--- config.mk ---
export PLATFORM = sky130hd
export DESIGN_NAME = score_keeper
export DESIGN_NICKNAME = d
export VERILOG_FILES = /design/src/rtl/score_keeper_pkg.sv /design/src/rtl/score_keeper_frame_counter.sv /design/src/rtl/score_keeper.sv
export SDC_FILE = /design/constraint.sdc
export NUM_CORES = 1
export LEC_CHECK = 0
export ABC_CLOCK_PERIOD_IN_PS = 3030
export BUFFER_PORTS_ARGS = -buffer_cell sky130_fd_sc_hd__buf_2
export CELL_PAD_IN_SITES_DETAIL_PLACEMENT = 1
export CELL_PAD_IN_SITES_GLOBAL_PLACEMENT = 1
export CORE_MARGIN = 2
export CORE_UTILIZATION = 39
export CTS_CLUSTER_SIZE = 12
export DETAILED_ROUTE_END_ITERATION = 12
export PLACE_DENSITY_LB_ADDON = 0.1
export SETUP_SLACK_MARGIN = 0.2
export SLEW_MARGIN = 20
export SYNTH_ARGS = -nofsm -noshare
export SYNTH_HDL_FRONTEND = slang
export SYNTH_SLANG_ARGS = --single-unit
export TNS_END_PERCENT = 1
--- constraint.sdc ---
create_clock -name clk -period 3.03 [get_ports clk]
set_input_delay 0.303 -clock clk [delete_from_list [all_inputs] [get_ports clk]]
set_output_delay 0.303 -clock clk [all_outputs]
set_load 0.02 [all_outputs]
--- src/rtl/score_keeper_pkg.sv ---
// Shared constants for the score keeper and for display logic that decodes
// its outputs.
//   - state codes (IDLE..OVER) as driven on game_state[2:0]
//   - winner encodings as driven on winner[1:0]
//   - score / frame-counter widths and a saturating score increment helper
package score_keeper_pkg;

   localparam logic [2:0] ST_IDLE  = 3'd0;
   localparam logic [2:0] ST_SERVE = 3'd1;
   localparam logic [2:0] ST_PLAY  = 3'd2;
   localparam logic [2:0] ST_POINT = 3'd3;
   localparam logic [2:0] ST_OVER  = 3'd4;

   localparam logic [1:0] WIN_NONE = 2'b00;
   localparam logic [1:0] WIN_YOU  = 2'b01;
   localparam logic [1:0] WIN_THEM = 2'b10;

   localparam int unsigned SCORE_W     = 4;
   localparam int unsigned FRAME_CNT_W = 8;

   // Scores stop at the winning value; reaching it ends the game, so the
   // held case only guards against an impossible extra point.
   function automatic logic [SCORE_W-1:0] sat_inc(input logic [SCORE_W-1:0] val,
                                                  input logic [SCORE_W-1:0] lim);
      return (val >= lim) ? val : val + {{(SCORE_W-1){1'b0}}, 1'b1};
   endfunction

endpackage

--- src/rtl/score_keeper_frame_counter.sv ---
// Loadable down-counter stepped by frame ticks.
// Ports:
//   clk       system clock
//   rst       synchronous active-low reset (count -> 0)
//   tick      decrement enable (one frame tick); holds at zero
//   load      load load_val this cycle (takes priority over tick)
//   load_val  value to load
//   zero      count is zero
//   expire    terminal-count strobe: this tick takes the count from 1 to 0
module frame_counter #(
   parameter int unsigned W = 8
) (
   input  logic         clk,
   input  logic         rst,
   input  logic         tick,
   input  logic         load,
   input  logic [W-1:0] load_val,
   output logic         zero,
   output logic         expire
);

   logic [W-1:0] count_q;
   logic [W-1:0] count_d;

   always_comb begin
      count_d = count_q;
      if (load) begin
         count_d = load_val;
      end else if (tick && (count_q != '0)) begin
         count_d = count_q - W'(1);
      end
   end

   always_ff @(posedge clk) begin
      if (!rst) begin
         count_q <= '0;
      end else begin
         count_q <= count_d;
      end
   end

   assign zero   = (count_q == '0);
   assign expire = tick && (count_q == W'(1));

endmodule

--- src/rtl/score_keeper.sv ---
// Pong-style score keeper: game FSM, score registers and point pause timer.
// Optional macro SCORE_FLASH_EN: flash the score digits while in POINT.
// Ports:
//   clk          system clock
//   rst          synchronous active-low reset
//   frame_tick   pulse at start of vertical blanking
//   start_btn    start a game (IDLE/OVER only)
//   launch       ball served (SERVE only)
//   point_you    local player won the rally (PLAY only)
//   point_them   remote player won the rally (PLAY only)
//   your_score   {12'b0, local score}
//   their_score  {12'b0, remote score}
//   game_state   {13'b0, state code}
//   winner       00 none, 01 you, 10 them
//   score_vis    1 = draw score digits
//
// state | meaning
// ------+-------------------------------------------------------------
// IDLE  | power-up, waiting for start_btn
// SERVE | waiting for the ball to be launched
// PLAY  | rally in progress; first point pulse latched as pending
// POINT | pause after a point, counting PAUSE_FRAMES frame ticks
// OVER  | a player reached WIN_SCORE; waiting for start_btn
module score_keeper
   import score_keeper_pkg::*;
#(
   parameter int unsigned WIN_SCORE    = 9,
   parameter int unsigned PAUSE_FRAMES = 120,
   parameter int unsigned FLASH_FRAMES = 8
) (
   input  logic        clk,
   input  logic        rst,
   input  logic        frame_tick,
   input  logic        start_btn,
   input  logic        launch,
   input  logic        point_you,
   input  logic        point_them,
   output logic [15:0] your_score,
   output logic [15:0] their_score,
   output logic [15:0] game_state,
   output logic [1:0]  winner,
   output logic        score_vis
);

   localparam logic [SCORE_W-1:0]     WIN_Q   = WIN_SCORE[SCORE_W-1:0];
   localparam logic [FRAME_CNT_W-1:0] PAUSE_Q = PAUSE_FRAMES[FRAME_CNT_W-1:0];

   logic [2:0]         state_q,    state_d;
   logic [SCORE_W-1:0] you_q,      you_d;
   logic [SCORE_W-1:0] them_q,     them_d;
   logic [1:0]         winner_q,   winner_d;
   logic               pend_q,     pend_d;
   logic               pend_you_q, pend_you_d;
   logic               vis_q,      vis_d;

   logic pause_load;
   logic pause_zero;
   logic pause_expire;

   frame_counter #(.W(FRAME_CNT_W)) u_pause (
      .clk      (clk),
      .rst      (rst),
      .tick     (frame_tick),
      .load     (pause_load),
      .load_val (PAUSE_Q),
      .zero     (pause_zero),
      .expire   (pause_expire)
   );

   always_comb begin
      state_d    = state_q;
      you_d      = you_q;
      them_d     = them_q;
      winner_d   = winner_q;
      pend_d     = pend_q;
      pend_you_d = pend_you_q;
      pause_load = 1'b0;
      case (state_q)
         ST_IDLE, ST_OVER: begin
            if (start_btn) begin
               state_d  = ST_SERVE;
               you_d    = '0;
               them_d   = '0;
               winner_d = WIN_NONE;
            end
         end
         ST_SERVE: begin
            if (launch) begin
               state_d = ST_PLAY;
            end
         end
         ST_PLAY: begin
            // A pulse coincident with the tick that consumes the pending
            // point is dropped; one coincident with a tick while nothing is
            // pending is latched and waits for the following tick.
            if (frame_tick && pend_q) begin
               if (pend_you_q) begin
                  you_d = sat_inc(you_q, WIN_Q);
               end else begin
                  them_d = sat_inc(them_q, WIN_Q);
               end
               pend_d     = 1'b0;
               pause_load = 1'b1;
               state_d    = ST_POINT;
            end else if (!pend_q && (point_you || point_them)) begin
               pend_d     = 1'b1;
               pend_you_d = point_you;
            end
         end
         ST_POINT: begin
            if (pause_expire) begin
               if (you_q == WIN_Q) begin
                  state_d  = ST_OVER;
                  winner_d = WIN_YOU;
               end else if (them_q == WIN_Q) begin
                  state_d  = ST_OVER;
                  winner_d = WIN_THEM;
               end else begin
                  state_d = ST_SERVE;
               end
            end
         end
         default: begin
            state_d = ST_IDLE;
         end
      endcase
   end

`ifdef SCORE_FLASH_EN
   logic                   flash_load;
   logic [FRAME_CNT_W-1:0] flash_val;
   logic                   flash_zero;
   logic                   flash_expire;

   frame_counter #(.W(FRAME_CNT_W)) u_flash (
      .clk      (clk),
      .rst      (rst),
      .tick     (frame_tick),
      .load     (flash_load),
      .load_val (flash_val),
      .zero     (flash_zero),
      .expire   (flash_expire)
   );

   // Leaving POINT wins over a coincident half-period expiry so the digits
   // are always shown outside POINT; the counter is parked at zero there.
   always_comb begin
      vis_d      = vis_q;
      flash_load = 1'b0;
      flash_val  = FLASH_FRAMES[FRAME_CNT_W-1:0];
      if ((state_q != ST_POINT) && (state_d == ST_POINT)) begin
         vis_d      = 1'b1;
         flash_load = 1'b1;
      end else if ((state_q == ST_POINT) && (state_d != ST_POINT)) begin
         vis_d      = 1'b1;
         flash_load = 1'b1;
         flash_val  = '0;
      end else if ((state_q == ST_POINT) && flash_expire) begin
         vis_d      = ~vis_q;
         flash_load = 1'b1;
      end
   end

   logic unused_zero;
   assign unused_zero = pause_zero ^ flash_zero;
`else
   localparam int unsigned flash_frames_unused = FLASH_FRAMES;

   always_comb begin
      vis_d = 1'b1;
   end

   logic unused_zero;
   assign unused_zero = pause_zero;
`endif

   always_ff @(posedge clk) begin
      if (!rst) begin
         state_q    <= ST_IDLE;
         you_q      <= '0;
         them_q     <= '0;
         winner_q   <= WIN_NONE;
         pend_q     <= 1'b0;
         pend_you_q <= 1'b0;
         vis_q      <= 1'b1;
      end else begin
         state_q    <= state_d;
         you_q      <= you_d;
         them_q     <= them_d;
         winner_q   <= winner_d;
         pend_q     <= pend_d;
         pend_you_q <= pend_you_d;
         vis_q      <= vis_d;
      end
   end

   assign your_score  = {{(16-SCORE_W){1'b0}}, you_q};
   assign their_score = {{(16-SCORE_W){1'b0}}, them_q};
   assign game_state  = {13'b0, state_q};
   assign winner      = winner_q;
   assign score_vis   = vis_q;

endmodule

==> summary.md, run 1 <==
| Metric | Value |
|---|---|
| Outcome | completed |
| Routed length per placed instance | 14.1 um |
| Buffers and inverters on the worst path | 1 |
| Height of the chip | between 70 and 80 um |
| Post-Synthesis Cells | about 200 |
| Detailed-route via count | 1353 |
| RSZ-0062 raised after global routing | false |
| Number of diodes | 0 |
| Number of buffers on the longest clock path | 2 |
| Combinational family with the most area after synthesis | simple AND/OR/NAND/NOR gates |
| PortBufs | 19 |
| Max frequency | ~530 MHz |
| Global-route wire length before repair | 6.29 mm |
| Share of the synthesized area in the top cell type | 0.270 |
| # Max-Cap Violations | 0 |
| Post-CTS Resized | 0 |
| Transition time at the pin with the least slew margin | slightly below 600 ps |
| Data required time of the critical path | ~3200 ps |
| Synth top area cells | dfxtp_1 27%, buf_4 17%, ha_1 6.6%, a21oi_1 2.6%, a31oi_1 2.6% |
| Latest clock arrival within the worst-skew pair | ~260 ps |
| Maximum number of pins on one net before global-route repair | 23 |
| Startpoint types | flip-flop |
| Worst path cell trace | inv_1 -> ha_1 -> or3b_4 -> a2111oi_4 -> a41oi_1 -> a31oi_1 |
| Pleak | 0.736 nW |
| Routed via count divided by cell count | between 5 and 6 |
| Clock tree from TritonCTS | done |
| Fraction of power spent switching nets | 0.404 |
| Clock network power share | 0.197 |
| Minimum clock period after layout | roughly 1900 ps |
| Power spent charging and discharging nets | about 0.40 mW |
| Congestion Overflow GR | 0 |
| Area of the die | roughly 4900 um^2 |
| Iteration count of the initial detailed-routing pass | 4 |
| Boundary Pins | 58 |
| Number of buffers added by the clock tree synthesis step | 3 |
| Mean cell area of the mapped netlist | 8.48 um^2 |
| Library cell occupying the most area in the post-synthesis netlist | dfxtp_1 |
| Clock edge transition at the registers on the reported setup and hold paths | roughly 80 ps |
| CP Depth | 6 |
| Relative contribution of sequential cells to total power | 0.419 |
| Fin crit share | 0.625 |
| Final routed wirelength across all metal layers | between 3 and 4 mm |
| Total Nets Final | 233 |
| CP Class | reg -> reg |
| Routability-driven placement congestion ratio | between 0.7 and 0.8 |
| Area added between synthesis and finish | 1.54% |
| Power Density | approximately 580 nW/um^2 |
| Number of cells traversed by the worst hold path | 3 |
| Synth Area in Simple Gates | 0.211 |
| Cell at the root of the clock tree | clkbuf_8 |
| Multiplexer share of the synthesized area | 0.0176 |
| Final Instance Area | between 1500 and 2000 um^2 |
| Kind of path behind the tightest hold check | in -> reg |
| Number of global-route vias before repair | between 1000 and 1500 |
| Fraction of synthesized cell area in xor and xnor cells | 0.0257 |
| Setup fix buffers added after clock tree synthesis | 0 |
| Delay-heaviest family, CP | compound AO/OA/AOI/OAI gates |
| Final setup violation count | 0 |
| Post-synthesis register bit count | 23 |
| Setup slack after layout | between 1000 and 1500 ps |
| Die width | approximately 70 um |
| H-Tree Depth | 1 |
| Total routing usage reported by global routing | 0.157 |
| Drt drc | 0 |
| Portion of total power attributed to combinational logic | 0.383 |
| Area share of fa/ha/maj cells after synthesis | 0.0661 |
| Clock skew after layout | about 4.6 ps |
| Row Count | 24 |
| Synthesis warning total | 0 |
| Fillcell total | ~550 |
| Instance area at placement | ~1700 um^2 |
| Critical-path cell with the highest stage delay | a2111oi_4 |
| Share of synthesized flip-flops with an asynchronous set or reset | 0 |
| Detail Placement HPWL | 2.92 mm |
| Final number of hold-violating endpoints | 0 |
| Dpl ws | ~1100 ps |
| Number of synthesized flops with an enable pin | 0 |
| Fraction of final layout cells with drive strength greater than 1 | 0.134 |
| DRC violation total after the first TritonRoute iteration | 34 |
| Core Area | 4290 um^2 |
| Crit-path max cell delay | between 400 and 500 ps |
| Sequential fraction of the synthesis area | 0.270 |
| Effective utilization at floorplan | 0.397 |
| Internal power consumption | slightly below 0.6 mW |
| Max FO, Critical Path | 5 |
| Initial antenna violation count | 0 |
| Netlist Area Pre-Place | approximately 1700 um^2 |
| Post-synth cell types | 48 |
| Worst voltage drop across the vdd grid | between 0.2 and 0.3 mV |
| Complex-gate fraction of the synthesized area | 0.198 |
| Element type at the critical path end | flip-flop |
| Rel. slew slack | 0.603 |
| Hold_buf cts | 0 |
| Slew Viols, Final | 0 |
| Sinks on Clock Net | 23 |
| Sum of negative setup slack | 0 ps |
| Register-to-Register Path Depth | 6 |
| Prevailing post-synth register cell | dfxtp_1 |
| Critical path arrival | roughly 2100 ps |
| Antenna-violating nets left | 0 |
-- final cells by class --
| cell class | count | area (um^2) | share of cell area |
|---|---|---|---|
| tap | 52 | 65.1 | 0.0376 |
| clock buffer | 4 | 45.0 | 0.0260 |
| multi-input combinational | 160 | 1030 | 0.594 |
| inverter | 10 | 37.5 | 0.0217 |
| sequential | 23 | 460 | 0.266 |
| timing repair buffer | 19 | 95.1 | 0.0550 |
-- synth_stat cells (2+ instances only) --
| cell | instances |
|---|---|
| buf_4 | 39 |
| dfxtp_1 | 23 |
| inv_1 | 10 |
| a21oi_1 | 9 |
| ha_1 | 9 |
| nor2_1 | 9 |
| nand2_1 | 8 |
| a31oi_1 | 7 |
| o21ai_0 | 7 |
| nor3_1 | 6 |
| a21boi_0 | 5 |
| xnor2_1 | 5 |
| nor4b_1 | 4 |
| a211oi_1 | 3 |
| clkbuf_1 | 3 |
| mux2i_1 | 3 |
| nand3_1 | 3 |
| nand3b_1 | 3 |
| nor2b_1 | 3 |
| o211ai_1 | 3 |
| o21a_1 | 3 |
| a41oi_1 | 2 |
| and3_1 | 2 |
| and3b_1 | 2 |
| buf_2 | 2 |
| conb_1 | 2 |
| nand4_1 | 2 |
| nand4b_1 | 2 |
| nor3b_1 | 2 |
| or3_1 | 2 |
-- worst reg2reg max path: stages (launching register included) --
cell       delay (ps)
dfxtp_1           400
inv_1             100
ha_1              220
or3b_4            390
a2111oi_4         420
a41oi_1           160
a31oi_1           140
-- per-layer routing --
metal / up-vias / global-route usage / wire length, um
met5: - / 0 / 0
met4: 0 / 0.0513 / 36
met3: 2 / 0.0231 / 154
met2: 36 / 0.276 / 1890
met1: 643 / 0.195 / 1710
li1: 672 / - / -
-- path summary, 6_finish.rpt --
path                            startpoint          to  slack, ps
worst max-delay path             them_q[1]   them_q[3]       1130
worst min-delay path             point_you  pend_you_q        330
worst max register to register   them_q[1]   them_q[3]       1130
worst min register to register   winner[0]   winner[0]        520
-- placed cells by master (no fill, tap or decap), drive strengths merged, types with 4 or more instances in the layout --
master and instances:
a21oi 10, conb 38, inv 10, nor3 7, nand2 8, o21ai 8, nor4b 4, buf 19
xnor2 5, dfxtp 23, a31oi 7, nor2 9, ha 9, a21boi 6, clkbuf 4
-- registers in the layout (all words and copies together) (netlist names) --
signal           count
you_q                4
pend_you_q           1
pend_q               1
winner               2
them_q               4
state_q              3
u_pause.count_q      8
-- metrics by stage --
stage                     total power [mW]  instances  utilization  hold WS, ps
final                                 1.00        268        0.403          325
after global routing                  1.08        268        0.403          331
after CTS                             1.01        268        0.403          325
after detailed placement             0.804        264        0.392          515
after global placement               0.794        264        0.392          474
after floorplan                      0.767        237            -          486
-- cell families after synthesis --
kind of cell,after synthesis
xor gates and xnor gates,5
adders and majority gates,9
other,2
and+or+nand+nor,57
buffers and inverters,54
DFF,23
AOI/OAI and AO/OA,48
muxes,3
-- power by group through the flow --
| stage | clock network (mW) | logic [mW] | registers (mW) |
|---|---|---|---|
| finish | 0.197 | 0.383 | 0.419 |
| global placement | 0 | 0.373 | 0.421 |
| floorplan | 0 | 0.363 | 0.404 |
| CTS | 0.207 | 0.384 | 0.419 |
| global route | 0.220 | 0.426 | 0.432 |
| detailed placement | 0 | 0.379 | 0.425 |
Power figures use the tool's default switching activity.
==> run 2: changes to the inputs <==
Settings changed: ABC_CLOCK_PERIOD_IN_PS 3030 to 1800, CORE_UTILIZATION 39 to 36.
Clock period 3.03 ns to 1.8 ns, I/O delays scaled along.
==> run 2 against run 1 <==
Wire length rose by 8.2%; total power rose by 78%; cell count rose by 6.0%; count of clock-buffer cells in the layout fell by 1; first-iteration DRC count fell by 44%; clock power rose by 71%; largest cell class unchanged; largest power group is now combinational logic; highest routed layer unchanged.
==> summary.md, run 2 (synthesis results as in run 1) <==
| Metric | Value |
|---|---|
| Fraction of final layout cells with drive strength greater than 1 | 0.243 (was 0.134) |
| Height of the chip | 72.8 um (was 70.1 um) |
| Final setup violation count | 0 (unchanged) |
| Worst path cell trace | inv_1 -> ha_1 -> and3b_1 -> a31oi_1 -> nor2_1 -> a41o_1 (was inv_1 -> ha_1 -> or3b_4 -> a2111oi_4 -> a41oi_1 -> a31oi_1) |
| Data required time of the critical path | 1970 ps (was 3230 ps) |
| Area added between synthesis and finish | 12.3% (was 1.54%) |
| Clock edge transition at the registers on the reported setup and hold paths | 90 ps (was 80 ps) |
| Sinks on Clock Net | 23 (unchanged) |
| Congestion Overflow GR | 0 (unchanged) |
| DRC violation total after the first TritonRoute iteration | 19 (was 34) |
| Max FO, Critical Path | 5 (unchanged) |
| Sum of negative setup slack | 0 ps (unchanged) |
| Fin crit share | 0.952 (was 0.625) |
| Routed length per placed instance | 14.4 um (was 14.1 um) |
| Boundary Pins | 58 (unchanged) |
| Number of buffers on the longest clock path | 2 (unchanged) |
| # Max-Cap Violations | 0 (unchanged) |
| Critical-path cell with the highest stage delay | dfxtp_1 (was a2111oi_4) |
| Met3 wire length | 142 um (was 154 um) |
| Number of buffers added by the clock tree synthesis step | 3 (unchanged) |
| Startpoint types | flip-flop (unchanged) |
| CP Depth | 6 (unchanged) |
| Total Power Consumption | 1.78 mW (was 1.00 mW) |
| Drt drc | 0 (unchanged) |
| Element type at the critical path end | flip-flop (unchanged) |
| Delay-heaviest family, CP | compound AO/OA/AOI/OAI gates (unchanged) |
| Fillcell total | 585 (was 546) |
| Number of global-route vias before repair | 1363 (was 1297) |
| Start point of the critical path | you_q[1] (was them_q[1]) |
| Routed via count divided by cell count | 5.10 (was 5.05) |
| Detail Placement HPWL | 3.12 mm (was 2.92 mm) |
| Outcome | completed (unchanged) |
| Detailed-route via count | 1447 (was 1353) |
| Final routed wirelength across all metal layers | 4.10 mm (was 3.79 mm) |
| Min-delay src | point_you (unchanged) |
| Latest clock arrival within the worst-skew pair | 270 ps (was 260 ps) |
| Die width | 72.8 um (was 70.1 um) |
| Length of routed met2 wiring | 2.05 mm (was 1.89 mm) |
| H-Tree Depth | 1 (unchanged) |
| Iteration count of the initial detailed-routing pass | 3 (was 4) |
| Worst voltage drop across the vdd grid | 0.399 mV (was 0.274 mV) |
| Power Density | 930 nW/um^2 (was 578 nW/um^2) |
| Clock tree from TritonCTS | done (unchanged) |
| Most common cell after layout, fill and taps aside | conb_1 (unchanged) |
| Routability-driven placement congestion ratio | 0.729 (was 0.798) |
| Final number of hold-violating endpoints | 0 (unchanged) |
| Antenna-violating nets left | 0 (unchanged) |
| Initial antenna violation count | 0 (unchanged) |
| PortBufs | 19 (unchanged) |
| Crit-path max cell delay | 400 ps (was 420 ps) |
| RSZ-0062 raised after global routing | true (was false) |
| Critical path arrival | 1890 ps (was 2090 ps) |
| Maximum number of pins on one net before global-route repair | 22 (was 23) |
| Register-to-Register Path Depth | 6 (unchanged) |
| Clock skew after layout | 5.72 ps (was 4.59 ps) |
| Cell at the root of the clock tree | clkbuf_8 (unchanged) |
| Length of routed wiring on met1 | 1.81 mm (was 1.71 mm) |
| Commonest non-fill, non-tap cells in the layout | 38 x conb_1, 20 x dfxtp_1, 19 x buf_2 (was 38 x conb_1, 23 x dfxtp_1, 19 x buf_2) |
| Row Count | 25 (was 24) |
| Kind of path behind the tightest hold check | in -> reg (unchanged) |
| Highest signal layer in the routed design | met4 (unchanged) |
| R2r startpoint | you_q[1] (was them_q[1]) |
| Final core occ | 0.413 (was 0.403) |
| Number of cells traversed by the worst hold path | 3 (unchanged) |
| Total routing usage reported by global routing | 0.151 (was 0.157) |
| Core Area | 4630 um^2 (was 4290 um^2) |
| CP Class | reg -> reg (unchanged) |
| Largest registers in the final layout | u_pause.count_q: 8 flops, them_q: 4 flops, you_q: 4 flops (unchanged) |
| Max frequency | 584 MHz (was 528 MHz) |
| Global-route wire length before repair | 6.22 mm (was 6.29 mm) |
| Slew Viols, Final | 0 (unchanged) |
| Hold_buf cts | 0 (unchanged) |
| Flip-flop count of the largest register after layout | 8 (unchanged) |
| Buffers and inverters on the worst path | 1 (unchanged) |
| Pleak | 0.824 nW (was 0.736 nW) |
| Total Nets Final | 247 (was 233) |
| Area of the die | 5300 um^2 (was 4910 um^2) |
| Effective utilization at floorplan | 0.368 (was 0.397) |
| Minimum clock period after layout | 1710 ps (was 1900 ps) |
| Number of diodes | 0 (unchanged) |
| Register ranked first by flip-flop count | u_pause.count_q (unchanged) |
==> run 2: cell types whose count changed in the layout (fill, tap and decap cells not counted), sizes merged <==
cell    previous run  this run
buf               19        33
clkbuf             4         3
clkinv             0         1
==> run 2: cell type report <==
| type | count | area, um^2 | share of cell area |
|---|---|---|---|
| clock buffer | 3 | 41.3 | 0.0216 |
| clock inverter | 1 | 5.00 | 0.00262 |
| inverter | 10 | 45.0 | 0.0235 |
| multi-input combinational | 160 | 1080 | 0.567 |
| sequential | 23 | 469 | 0.245 |
| tap | 54 | 67.6 | 0.0353 |
| timing repair buffer | 33 | 200 | 0.105 |
==> run 2: metal layers <==
layer / track usage / vias up
li1: - / 698
met1: 0.182 / 705
met2: 0.267 / 38
met3: 0.0166 / 6
met4: 0.0700 / 0
met5: 0 / -
==> run 2: through the flow <==
step                instances  hold WS, ps  instance area, um^2  setup WS (ps)
floorplan                 237          363                 1850            152
global placement          275          470                 1760           96.1
detailed placement        275          482                 1760           23.3
CTS                       284          194                 1880           28.1
global route              284          226                 1910           44.3
finish                    284          199                 1910           87.0
==> run 2: worst paths after layout <==
kind | endpoint | slack [ps]
hold reg to reg | winner[0] | 500
setup reg to reg | state_q[2] | 90
hold / removal | pend_you_q | 200
setup / recovery | state_q[2] | 90
==> run 2: power breakdown <==
| part | internal (mW) | switching, mW | leakage, nW |
|---|---|---|---|
| sequential | 0.588 | 0.0992 | 0.189 |
| clock | 0.155 | 0.181 | 0.0255 |
| combinational | 0.324 | 0.431 | 0.610 |
| total | 1.07 | 0.711 | 0.824 |
==> run 2: what timing repair did <==
action / 4_1_cts / 5_1_grt
resized for setup: 7 / 9
endpoints found under the setup margin: 11 / 22
pin swaps: 4 / 5
buffers inserted: 5 / 0
==> run 2: worst reg2reg max path: stages, from the launching register on <==
cell and delay, ps:
dfxtp_1 400, inv_1 80, ha_1 190, and3b_1 230
a31oi_1 390, nor2_1 80, a41o_1 240
